## config.mk

```make
export PLATFORM = sky130hd
export DESIGN_NAME = cpu_dm_axi_master
export DESIGN_NICKNAME = d
export VERILOG_FILES = /design/src/rtl/axi_pkg.sv /design/src/rtl/cpu_dm_axi_master.sv
export SDC_FILE = /design/constraint.sdc
export NUM_CORES = 1
export LEC_CHECK = 0
export ABC_AREA = 1
export BUFFER_PORTS_ARGS = -buffer_cell sky130_fd_sc_hd__buf_2
export CAP_MARGIN = 30
export CORE_MARGIN = 1.5
export CORE_UTILIZATION = 30
export CTS_CLUSTER_SIZE = 12
export DETAILED_ROUTE_END_ITERATION = 10
export GPL_TIMING_DRIVEN = 0
export PLACE_DENSITY_LB_ADDON = 0.25
export SYNTH_ARGS = -nofsm -noshare
export SYNTH_HDL_FRONTEND = slang
export SYNTH_SLANG_ARGS = --single-unit
```

## constraint.sdc

```tcl
create_clock -name clk -period 2.15 [get_ports clk]
set_input_delay 0.43 -clock clk [delete_from_list [all_inputs] [get_ports clk]]
set_output_delay 0.43 -clock clk [all_outputs]
set_load 0.03 [all_outputs]
```

## src/rtl/axi_pkg.sv

```systemverilog
// Shared AXI4 encodings and the data-memory bridge state type.
package axi_pkg;

    localparam logic [1:0] AXI_BURST_INCR = 2'b01;
    localparam logic [2:0] AXI_SIZE_4B    = 3'b010;

    localparam logic [1:0] AXI_RESP_OKAY   = 2'b00;
    localparam logic [1:0] AXI_RESP_EXOKAY = 2'b01;
    localparam logic [1:0] AXI_RESP_SLVERR = 2'b10;
    localparam logic [1:0] AXI_RESP_DECERR = 2'b11;

    typedef enum logic [2:0] {
        IDLE,
        RD_ADDR,
        RD_DATA,
        WR_REQ,
        WR_RESP,
        DONE
    } dm_state_e;

endpackage

```

## src/rtl/cpu_dm_axi_master.sv

```systemverilog
// CPU data-memory port to single-beat AXI4 master bridge.
// Holds the pipeline stalled until each request's response returns.
module cpu_dm_axi_master
    import axi_pkg::*;
#(
    parameter int              ID_W      = 4,
    parameter logic [ID_W-1:0] MASTER_ID = 4'd1
) (
    input  logic            clk,
    input  logic            rst,
    input  logic            dm_ceb,
    input  logic            dm_web,
    input  logic [3:0]      dm_bweb,
    input  logic [31:0]     dm_a,
    input  logic [31:0]     dm_in,
    output logic [31:0]     dm_out,
    output logic            dm_stall,
    output logic            bus_err,
    output logic [ID_W-1:0] arid,
    output logic [31:0]     araddr,
    output logic [3:0]      arlen,
    output logic [2:0]      arsize,
    output logic [1:0]      arburst,
    output logic            arvalid,
    input  logic            arready,
    input  logic [ID_W-1:0] rid,
    input  logic [31:0]     rdata,
    input  logic [1:0]      rresp,
    input  logic            rlast,
    input  logic            rvalid,
    output logic            rready,
    output logic [ID_W-1:0] awid,
    output logic [31:0]     awaddr,
    output logic [3:0]      awlen,
    output logic [2:0]      awsize,
    output logic [1:0]      awburst,
    output logic            awvalid,
    input  logic            awready,
    output logic [31:0]     wdata,
    output logic [3:0]      wstrb,
    output logic            wlast,
    output logic            wvalid,
    input  logic            wready,
    input  logic [ID_W-1:0] bid,
    input  logic [1:0]      bresp,
    input  logic            bvalid,
    output logic            bready
);

    dm_state_e   state, state_n;
    logic        aw_done, w_done;
    logic [31:0] addr_q, wdata_q;
    logic [3:0]  wstrb_q;
    logic        stall_c;
    logic        unused_ok;

    assign unused_ok = ^{rid, rlast, bid, rresp[0], bresp[0]};

    assign arid    = MASTER_ID;
    assign awid    = MASTER_ID;
    assign arlen   = 4'd0;
    assign awlen   = 4'd0;
    assign arsize  = AXI_SIZE_4B;
    assign awsize  = AXI_SIZE_4B;
    assign arburst = AXI_BURST_INCR;
    assign awburst = AXI_BURST_INCR;
    assign araddr  = addr_q;
    assign awaddr  = addr_q;
    assign wdata   = wdata_q;
    assign wstrb   = wstrb_q;
    assign wlast   = wvalid;

    // Stall is released while reset is held so the core sees no hang.
    assign dm_stall = stall_c & rst;

    always_comb begin
        state_n = state;
        stall_c = 1'b0;
        arvalid = 1'b0;
        rready  = 1'b0;
        awvalid = 1'b0;
        wvalid  = 1'b0;
        bready  = 1'b0;
        unique case (state)
            IDLE: begin
                if (!dm_ceb) begin
                    stall_c = 1'b1;
                    state_n = dm_web ? RD_ADDR : WR_REQ;
                end
            end
            RD_ADDR: begin
                stall_c = 1'b1;
                arvalid = 1'b1;
                if (arready) state_n = RD_DATA;
            end
            RD_DATA: begin
                stall_c = 1'b1;
                rready  = 1'b1;
                if (rvalid) state_n = DONE;
            end
            WR_REQ: begin
                stall_c = 1'b1;
                awvalid = !aw_done;
                wvalid  = !w_done;
                if ((aw_done || awready) && (w_done || wready))
                    state_n = WR_RESP;
            end
            WR_RESP: begin
                stall_c = 1'b1;
                bready  = 1'b1;
                if (bvalid) state_n = DONE;
            end
            DONE:    state_n = IDLE;
            default: state_n = IDLE;
        endcase
    end

    always_ff @(posedge clk or negedge rst) begin
        if (!rst) begin
            state   <= IDLE;
            aw_done <= 1'b0;
            w_done  <= 1'b0;
            addr_q  <= '0;
            wdata_q <= '0;
            wstrb_q <= '0;
            dm_out  <= '0;
            bus_err <= 1'b0;
        end else begin
            state   <= state_n;
            bus_err <= 1'b0;
            if (state == IDLE && !dm_ceb) begin
                addr_q  <= dm_a;
                wdata_q <= dm_in;
                wstrb_q <= ~dm_bweb;
            end
            if (state == WR_REQ) begin
                if (state_n == WR_RESP) begin
                    aw_done <= 1'b0;
                    w_done  <= 1'b0;
                end else begin
                    if (awvalid && awready) aw_done <= 1'b1;
                    if (wvalid && wready)   w_done  <= 1'b1;
                end
            end
            if (state == RD_DATA && rvalid) begin
                dm_out  <= rdata;
                bus_err <= rresp[1];
            end
            if (state == WR_RESP && bvalid)
                bus_err <= bresp[1];
        end
    end

endmodule
```

==> Yosys cells after proc, flatten, opt, wreduce, memory -nomap -nowiden <==
Cells that the tools add are included.
{ "op_classes": {"n_mux": 20, "reduce_logical": 17, "bitwise": 2, "n_eq_ne": 5} }
{ "ops": {"columns": ["operator", "n"], "rows": [
  ["$mux 3", 5],
  ["$pmux 3 s5", 1],
  ["$mux 1", 12],
  ["$eq 3x2->1 const B", 2],
  ["$eq 3x3->1 const B", 2],
  ["$logic_and 1x1->1", 6],
  ["$not 4->4", 1],
  ["$reduce_and 2->1", 2],
  ["$reduce_bool 2->1", 2],
  ["$reduce_or 4->1", 1],
  ["$eq 3x1->1 const B", 1],
  ["$logic_not 1->1", 3],
  ["$logic_not 3->1", 1],
  ["$logic_or 1x1->1", 2],
  ["$mux 2", 1],
  ["$pmux 1 s2", 1],
  ["$and 1x1->1", 1]
]} }
{ "totals": {"output_inout_bits": 166, "in_bits": 122, "regBits": 106, "word_cells": 52} }

==> Longest topological paths before layout <==
{ "depth": {"ltp_word": 7, "depth_mapped": 7, "mapped_depth_nobuf": 7} }

==> Least setup slack after synthesis <==
No wires, ideal clock.
{ "synth_timing": {"path_type": "register to output", "startpoint": "register state[0]", "endpoint": "output port wvalid", "t_arrival_ps": 1514, "setup_slack_ps": 206, "n_path_buf": 1, "required_ps": 1720, "path_stages_with_launch": 6, "cell_sequence": "dfrtp_1 > nand2_1 > nor2_1 > inv_1 > nor2_1 > buf_4"} }
{ "synth_between": {"elab_chain_cells": 2} }
{ "synth_rtl": {"columns": ["item", "line", "text"], "rows": [
  ["start: declaration", "cpu_dm_axi_master.sv:50", "dm_state_e state, state_n;"],
  ["start signal: assignment", "cpu_dm_axi_master.sv:129", "state <= state_n;"],
  ["$eq 3x2->1", "cpu_dm_axi_master.sv:84", "unique case (state)"],
  ["$mux 1", "cpu_dm_axi_master.sv:84", null],
  ["end: declaration", "cpu_dm_axi_master.sv:42", "output logic wvalid,"]
]} }
Every way passes these cells.

==> Worst setup path in the final report <==
{ "layout_timing": {"startpoint": "register state[2]", "endpoint": "output port rready"} }
{ "layout_between": {"elab_chain_cells": 2} }
{ "layout_rtl": {"columns": ["item", "line", "text"], "rows": [
  ["$eq 3x2->1", "cpu_dm_axi_master.sv:84", null],
  ["$mux 1", "cpu_dm_axi_master.sv:84", null],
  ["end: declaration", "cpu_dm_axi_master.sv:31", "output logic rready,"]
]} }
Every way passes these cells.

==> metrics.md <==
| Metric | Value |
|---|---|
| CP required | 1.72 ns |
| First-pass DRT Iterations | 4 |
| M1 WL | 5520 um |
| Final Hold Fails | 0 |
| Remaining antenna violation count after routing | 0 |
| Yosys cell types | 21 |
| Reg2reg end | dm_out[17]$_DFFE_PN0P_ |
| Full die area | roughly 0.018 sq mm |
| Vias post-DR | 4214 |
| Clk sink count | between 100 and 150 |
| Pin count of the biggest net entering global routing | 61 |
| Dpl hpwl | between 9000 and 10000 um |
| Area share of fa/ha/maj cells after synthesis | 0% |
| CTS Root Cell | clkbuf_16 |
| Internal power | 6.39 mW |
| Setup Skew | between 0.006 and 0.007 ns |
| Die X | 134 um |
| IO Count | between 200 and 300 |
| VDD IR max | around 640 uV |
| Worst Setup Slack, final | 0.108 ns |
| Synth warn | 0 |
| Worst Setup Start Kind | flip-flop |
| H-Tree Depth | 3 |
| Most common cell in the netlist | nand2_1 |
| Register share of total power | between 20% and 30% |
| Sequential element share of the synthesized area | 51.7% |
| Clock slew at reported path FFs | 0.07 ns |
| Antenna violations before repair | 0 |
| Met2 WL post-DR | roughly 5900 um |
| LEAKAGE | between 4 and 5 nW |
| Starting Density | ~30% |
| Period Utilization, post-route | 95.0% |
| Wire length per cell | between 10 and 15 um |
| Top Layer Used | met4 |
| Complex-gate fraction of the synthesized area | a little under an eighth |
| Setup crit end kind | output pin |
| Clock power frac | around 17% |
| Post-route DRC | 0 |
| Crit Reg-Reg Startpoint | state[2]$_DFF_PN0_ |
| IO buf count | about 250 |
| N_diodes | 0 |
| Synth cell count leaders | 152 x nand2_1, 106 x dfrtp_1, 79 x inv_1 |
| Syn avg cell area | roughly 9.3 sq um |
| Share of layout cells above drive strength 1 | between 50 and 60% |
| Worst R2R Path Depth | 4 |
| Main synth FF type | dfrtp_1 |
| Routability cong. | 0.771 |
| # setup viols final | 0 |
| Chip height | 134 um |
| Area growth syn-to-layout | 39.4% |
| RSZ-0062 raised after global routing | true |
| Switching Power | roughly 5.6 mW |
| Final period demand of the worst path | about 2.0 ns |
| CTS Hold Buffers Added | 0 |
| Drt total wl | between 10000 and 15000 um |
| Crit-path max FO | 10 |
| Top cells by area, synth | dfrtp_1 52%, o21ai_2 12%, nand2_1 11% |
| TritonCTS clock tree | done |
| Hold WS | roughly 0.020 ns |
| Core area | 0.0166 sq mm |
| Final core occ | 42.9% |
| Synth top area share | 51.7% |
| DR vias/cell | slightly below 4 |
| Worst setup path class | reg2out |
| Vias in the first global route | 4052 |
| Post-Place Worst Slack | 0.354 ns |
| CTS Buf Count | 9 |
| Largest family of logic cells by synthesized area | buffers and inverters |
| Standard-cell row count | 47 |
| Logic pwr share | 54.0% |
| Worst min path class | in2async |
| Multiplexer share of the synthesized area | 0% |
| Post-synth EDFFs | 0 |
| Synthesized instance count | 550 |
| Outcome | complete, no violations |
| Flop and latch count out of synthesis | 106 |
| GRT Overall Usage | 14.3% |
| Initial DRC Count | about 160 |
| Number of nets in the layout | between 900 and 1000 |
| Yosys top cell by area | dfrtp_1 |
| Synth Area in Simple Gates | 17.0% |
| Xor/xnor cell area share of the yosys netlist | 0% |
| Critical Path AT | 1.61 ns |
| Async S/R FF share, synth | 100% |
| Max Clk Rate | ~490 MHz |
| Mapped Area | 0.00513 sq mm |
| Sw Share | a little under half |
| Met3 WL post-DR | about 840 um |
| Pwr/cell area | between 1500 and 2000 mW/mm^2 |
| Global-route wire length before repair | 20200 um |
| CTS Buffer Depth | 2 |
| R2R Setup Slk | about 0.86 ns |
| Total congestion overflow | 0 |
| Max-cap violations | 0 |
| Max Slew Vio Count | 0 |
| Clk_lat worst skew | between 0.3 and 0.4 ns |
## placed cells by master (no fill, tap or decap), drive strengths merged, types with 4 or more instances in the layout
master    n
buf     330
bufinv    4
clkbuf   15
conb     26
dfrtp   106
inv      81
nand2   154
nand3    41
nor2     12
o21ai    69
## stage by stage
| stage | total power [mW] | TNS [ns] | std cells | instance area, sq um |
|---|---|---|---|---|
| after floorplan | 8.31 | 0 | 574 | 5220 |
| after global placement | 10.1 | -77.78 | 1043 | 6740 |
| after detailed placement | 10.1 | 0 | 1044 | 6770 |
| after CTS | 12.2 | 0 | 1060 | 7140 |
| after global routing | 12.9 | -0.00352 | 1060 | 7140 |
| final | 12.0 | 0 | 1060 | 7140 |
## power by group through the flow
stage / Sequential [mW] / Clock (mW) / Combinational (mW)
6_report: 3.52 / 2.01 / 6.50
5_1_grt: 3.65 / 2.17 / 7.04
4_1_cts: 3.52 / 2.10 / 6.60
3_5_place_dp: 3.54 / 0 / 6.61
3_3_place_gp: 3.53 / 0 / 6.56
2_1_floorplan: 5.21 / 0 / 3.10
## what timing repair did
| item | CTS | global route |
|---|---|---|
| resized for setup | 1 | 2 |
| setup endpoints to repair | 1 | 3 |
| buffers inserted | 0 | 0 |
| hold endpoints to repair | 0 | 0 |
| gates cloned | 0 | 0 |
## registers in the layout (all words and copies together) (netlist names)
| register | count |
|---|---|
| state | 3 |
| dm_out | 32 |
| araddr | 32 |
| w_done | 1 |
| wdata | 32 |
| wstrb | 4 |
| aw_done | 1 |
| bus_err | 1 |
## worst max-delay path by stage
stage | start | end | slack, ns | cells past startpoint
after floorplan | state[0]$_DFF_PN0_ | wvalid | 0.21 | 5
after global placement | rst | dm_stall | -1.36 | 4
after detailed placement | rst | dm_stall | 0.35 | 4
after CTS | state[2]$_DFF_PN0_ | rready | 0.03 | 3
after global routing | state[0]$_DFF_PN0_ | wvalid | -0.004 | 6
final | state[2]$_DFF_PN0_ | rready | 0.11 | 3
## area by class of cell
class / instances / area (sq um)
plain buffers: 84 / 692
clock buffers: 11 / 243
clock inverters: 5 / 125
fillers: 1697 / 9500
inverters: 81 / 304
multi-input cells: 303 / 1570
flip-flops and latches: 106 / 2660
well taps: 220 / 275
repair buffers: 250 / 1280
## worst max-delay path, stage by stage, from the launching register on
cell	delay [ns]
dfrtp_2	0.48
nor3_4	0.39
buf_6	0.19
buf_2	0.20
## kinds of logic after synthesis
group / Yosys count
other: 2
AND/OR/NAND/NOR: 208
buffers and inverters: 165
AO/OA/AOI/OAI: 69
flip-flops: 106
## per-layer routing
metal  vias to the layer above  track usage [%]
li1                       2159                -
met2                       163             23.0
met1                      1878             18.6
met3                        14             3.42
met5                         -                0
met4                         0             5.80
Note: power is estimated with default switching activity, not from simulation.
